[src/rtl/shift_reg_r_ce_pkg.sv]
// Shared definitions for the shift_reg_r_ce multi-stage register.
// Holds the operating-mode encoding used by the top and by each stage.
package shift_reg_r_ce_pkg;

    typedef enum logic [1:0] {
        MODE_HOLD  = 2'b00,
        MODE_SHIFT = 2'b01,
        MODE_ROT   = 2'b10,
        MODE_LOAD  = 2'b11
    } mode_e;

endpackage

[src/rtl/shift_reg_r_ce_stage.sv]
// One WIDTH-bit stage of shift_reg_r_ce.
// It has a synchronous reset, a clear, an enable and a 4:1 next-value select.
module shift_stage
    import shift_reg_r_ce_pkg::*;
#(
    parameter int              WIDTH     = 8,
    parameter logic [WIDTH-1:0] RESET_VAL = {WIDTH{1'b0}}
) (
    input  logic             clk,
    input  logic             reset_n,
    input  logic             clr,
    input  logic             ce,
    input  mode_e            sel,
    input  logic [WIDTH-1:0] shift_src,
    input  logic [WIDTH-1:0] rot_src,
    input  logic [WIDTH-1:0] load_val,
    output logic [WIDTH-1:0] q
);

    logic [WIDTH-1:0] q_r;
    logic [WIDTH-1:0] next_s;

    // Select the candidate next value from the operating mode.
    always_comb begin
        next_s = q_r;
        case (sel)
            MODE_HOLD:  next_s = q_r;
            MODE_SHIFT: next_s = shift_src;
            MODE_ROT:   next_s = rot_src;
            MODE_LOAD:  next_s = load_val;
            default:    next_s = q_r;
        endcase
    end

    // Stage register: reset beats clear, and clear beats the enable.
    always_ff @(posedge clk) begin
        if (!reset_n) begin
            q_r <= RESET_VAL;
        end else if (clr) begin
            q_r <= RESET_VAL;
        end else if (ce) begin
            q_r <= next_s;
        end else begin
            q_r <= q_r;
        end
    end

    assign q = q_r;

endmodule

[src/rtl/shift_reg_r_ce.sv]
// DEPTH-stage register with hold, shift, rotate and parallel-load modes.
// It also tracks how many stages hold valid data in a saturating counter.
module shift_reg_r_ce
    import shift_reg_r_ce_pkg::*;
#(
    parameter int               WIDTH     = 8,
    parameter int               DEPTH     = 4,
    parameter logic [WIDTH-1:0] RESET_VAL = {WIDTH{1'b0}}
) (
    input  logic                         clk,
    input  logic                         reset_n,
    input  logic                         ce,
    input  logic                         clr,
    input  logic [1:0]                   mode,
    input  logic [WIDTH-1:0]             d_in,
    input  logic [DEPTH*WIDTH-1:0]       pload,
    output logic [WIDTH-1:0]             q_out,
    output logic [DEPTH*WIDTH-1:0]       q_all,
    output logic [$clog2(DEPTH+1)-1:0]   fill,
    output logic                         full
);

    localparam int            FW      = $clog2(DEPTH + 1);
    localparam logic [FW-1:0] DEPTH_C = FW'(DEPTH);
    localparam logic [FW-1:0] ONE_C   = FW'(1);
    localparam logic [FW-1:0] ZERO_C  = FW'(0);

    mode_e            mode_s;
    logic [WIDTH-1:0] stage_q_s [DEPTH];
    logic [FW-1:0]    fill_r;
    logic [FW-1:0]    fill_next_s;

    assign mode_s = mode_e'(mode);

    // Stage 0 takes d_in on shift and the oldest stage on rotate; later stages follow their predecessor.
    for (genvar k = 0; k < DEPTH; k++) begin : g_stage
        logic [WIDTH-1:0] shift_src_s;
        logic [WIDTH-1:0] rot_src_s;

        if (k == 0) begin : g_head
            assign shift_src_s = d_in;
            assign rot_src_s   = stage_q_s[DEPTH-1];
        end else begin : g_body
            assign shift_src_s = stage_q_s[k-1];
            assign rot_src_s   = stage_q_s[k-1];
        end

        shift_stage #(
            .WIDTH     (WIDTH),
            .RESET_VAL (RESET_VAL)
        ) u_stage (
            .clk       (clk),
            .reset_n   (reset_n),
            .clr       (clr),
            .ce        (ce),
            .sel       (mode_s),
            .shift_src (shift_src_s),
            .rot_src   (rot_src_s),
            .load_val  (pload[k*WIDTH +: WIDTH]),
            .q         (stage_q_s[k])
        );

        assign q_all[k*WIDTH +: WIDTH] = stage_q_s[k];
    end

    assign q_out = stage_q_s[DEPTH-1];

    // Next fill count: shift saturates at DEPTH, load fills every stage.
    always_comb begin
        fill_next_s = fill_r;
        case (mode_s)
            MODE_HOLD: fill_next_s = fill_r;
            MODE_SHIFT: begin
                if (fill_r == DEPTH_C) begin
                    fill_next_s = DEPTH_C;
                end else begin
                    fill_next_s = fill_r + ONE_C;
                end
            end
            MODE_ROT:  fill_next_s = fill_r;
            MODE_LOAD: fill_next_s = DEPTH_C;
            default:   fill_next_s = fill_r;
        endcase
    end

    // Fill counter with the same reset/clear/enable priority as the stages.
    always_ff @(posedge clk) begin
        if (!reset_n) begin
            fill_r <= ZERO_C;
        end else if (clr) begin
            fill_r <= ZERO_C;
        end else if (ce) begin
            fill_r <= fill_next_s;
        end else begin
            fill_r <= fill_r;
        end
    end

    assign fill = fill_r;
    assign full = (fill_r == DEPTH_C);

endmodule

[config.mk]
export PLATFORM = sky130hd
export DESIGN_NAME = shift_reg_r_ce
export DESIGN_NICKNAME = d
export VERILOG_FILES = /design/src/rtl/shift_reg_r_ce_pkg.sv /design/src/rtl/shift_reg_r_ce_stage.sv /design/src/rtl/shift_reg_r_ce.sv
export SDC_FILE = /design/constraint.sdc
export NUM_CORES = 1
export LEC_CHECK = 0
export CORE_ASPECT_RATIO = 0.8
export CORE_UTILIZATION = 41
export DETAILED_ROUTE_END_ITERATION = 16
export GPL_TIMING_DRIVEN = 0
export PLACE_DENSITY = 0.84
export SYNTH_ARGS = -nofsm -noshare
export SYNTH_HDL_FRONTEND = slang
export SYNTH_SLANG_ARGS = --single-unit
export TNS_END_PERCENT = 5
[constraint.sdc]
create_clock -name clk -period 2.1 [get_ports clk]
set_input_delay 0.42 -clock clk [delete_from_list [all_inputs] [get_ports clk]]
set_output_delay 0.42 -clock clk [all_outputs]
set_load 0.005 [all_outputs]
==> out/metrics.yaml <==
status: "finished clean"
path_max_fanout: 5
hpwlAfterDp_mm: 3.83
ys_async_sr_fraction: 0
synth-compound-area-share: 0.240
hold_viol: 0
cts_root_buffer: "clkbuf_8"
synth_adder_area_share: 0.0152
path_clk_slew_ps: 70
cts.path.max_buffers: 2
routedWlPerCell_um: 14.4
synth.ff_latch_count: 35
grt_pass1_wl_mm: 8.16
antenna_cells: 0
cts-resized-gates: 0
skew_ps: 5.43
vias: 1930
power_density_nw_per_um2: 577
cts_setup_buffers: 0
cts_hold_buf: 0
layout_common_cells: "clkdlybuf4s50_1 (89), nand2_1 (54), dfxtp_1 (35)"
overflow: 0
layout_commonest_cell: "clkdlybuf4s50_1"
rsz0062_at_grt: "false"
gp_congestion: 0.805
synthMuxAreaShare: 0.0547
cts_tree: "yes"
nets: 353
max_cap_violations: 0
setup_violations: 0
worstPathRequired_ps: 1680
cts_max_level: 2
die_x_um: 72.9
clock.fmax_mhz: 488
timing.setup.tns_ps: 0
route.detailed.drc: 0
die_area_um2: 4280
synth_nets: 257
drt_iter0_markers: 148
ys_seq_area_frac: 0.425
slew_viol_final: 0
rows: 20
finish.utilization: 0.708
grt_usage: 0.257
crit_type: "reg -> out"
postRouteAntennaNets: 0
cp-start-kind: "register"
synth_edf_count: 0
area_delta_synth_final_pct: 64.5
grt_max_degree: 12
synthFlopType: "dfxtp_1"
leakage_uw: 0.000976
grt_pass1_vias: 1768
die-height_um: 58.7
synth_simple_gate_area_share: 0.175
wl_mm: 5.19
synth_top_family_by_area: "compound AO/OA/AOI/OAI gates"
period_share: 0.975
ys_types: 24
core_area_um2: 3830
synth_xor_area_frac: 0
worstSkewPairLatency_ps: 290
syn_area_um2: 1650
port_buffers: 89
ios: 90
max_slew_margin: 0.684
peakVddDrop_mv: 0.375
detail_route.first_pass.iterations: 5
start_util: 0.430
drive_above_1_share: 0.111
cts_buffers: 5
antenna_found_initial: 0
timing.critical_path.arrival_ps: 1630
finalCriticalPeriod_ps: 2050
vias_per_cell: 5.35
crit_path_end_kind: "output port"
worst_pin_slew_ps: 475
synth_warnings: 0
numClockSinks: 35
postSynthAreaPerCell_um2: 7.88
hp-class: "reg -> reg"
nFillCells: 310
syn-instance-count: 209
[metal layers]
layer | share of wire | up-vias | global-route usage | wire (µm)
li1 | - | 919 | - | -
met1 | 0.44 | 889 | 0.327 | 2310
met2 | 0.45 | 110 | 0.417 | 2360
met3 | 0.087 | 12 | 0.0668 | 449
met4 | 0.014 | 0 | 0.106 | 74
met5 | 0 | - | 0 | 0
[flip-flops by register name (all words and copies together), names as in the netlist]
register and count:
fill 3, g_stage.u_stage.q 32
[kinds of logic (layout without fill, tap and decap cells)]
kind of cell | Yosys count | after routing
muxes | 8 | 8
adders and majority gates | 2 | 2
buffers and inverters | 25 | 122
AOI/OAI and AO/OA | 69 | 69
DFF | 35 | 35
and+or+nand+nor | 70 | 70
[stage by stage]
| stage | hold slack [ps] | instance area [µm²] | setup slack [ps] | std cells | power (µW) |
|---|---|---|---|---|---|
| finish | 496 | 2710 | 52.4 | 361 | 1560 |
| global route | 509 | 2710 | 9.16 | 361 | 1610 |
| CTS | 492 | 2710 | 53.1 | 361 | 1560 |
| detailed placement | 485 | 2610 | 158 | 353 | 1020 |
| global placement | 474 | 2610 | 185 | 353 | 1020 |
| floorplan | 474 | 1650 | 800 | 209 | 843 |
[synthesized netlist by cell type, drive strengths merged (2+ instances only)]
cell type | n | area [µm²]
dfxtp | 35 | 701
and2 | 2 | 12.5
clkbuf | 6 | 22.5
o22ai | 8 | 50.1
nand2 | 54 | 203
o21ai | 32 | 160
ha | 2 | 25.0
a21oi | 2 | 10.0
inv | 2 | 7.51
nor2 | 9 | 33.8
mux2 | 8 | 90.1
buf | 17 | 118
a31oi | 24 | 150
[power breakdown]
| part | switching (µW) | leakage (µW) | internal (µW) | total, µW |
|---|---|---|---|---|
| clock network | 252 | 0.0000505 | 298 | 550 |
| registers | 22.4 | 0.000285 | 689 | 712 |
| logic | 119 | 0.000640 | 183 | 303 |
[path summary, 6_finish.rpt]
path / depth (start not counted) / to / slack, ps / startpoint
setup / recovery: 4 / full / 50 / fill[0]
hold / removal: 2 / g_stage[2].u_stage.q[5] / 500 / g_stage[1].u_stage.q[5]
setup reg to reg: 5 / fill[0] / 690 / fill[0]
hold reg to reg: 2 / g_stage[2].u_stage.q[5] / 500 / g_stage[1].u_stage.q[5]
[critical path, stage by stage (launching register included)]
cell,delay [ps]
dfxtp_1,400
inv_1,80
ha_1,220
and2_0,180
clkdlybuf4s50_1,450
[area by class of cell]
| type | count | area, µm² | share of cell area |
|---|---|---|---|
| buffer | 23 | 140 | 0.0517 |
| multi-input combinational | 149 | 800 | 0.295 |
| clock buffer | 7 | 96.3 | 0.0355 |
| timing repair buffer | 89 | 891 | 0.329 |
| clock inverter | 1 | 7.51 | 0.00277 |
| tap | 55 | 68.8 | 0.0254 |
| inverter | 2 | 7.51 | 0.00277 |
| sequential | 35 | 701 | 0.258 |
(Power assumes the default switching activity.)
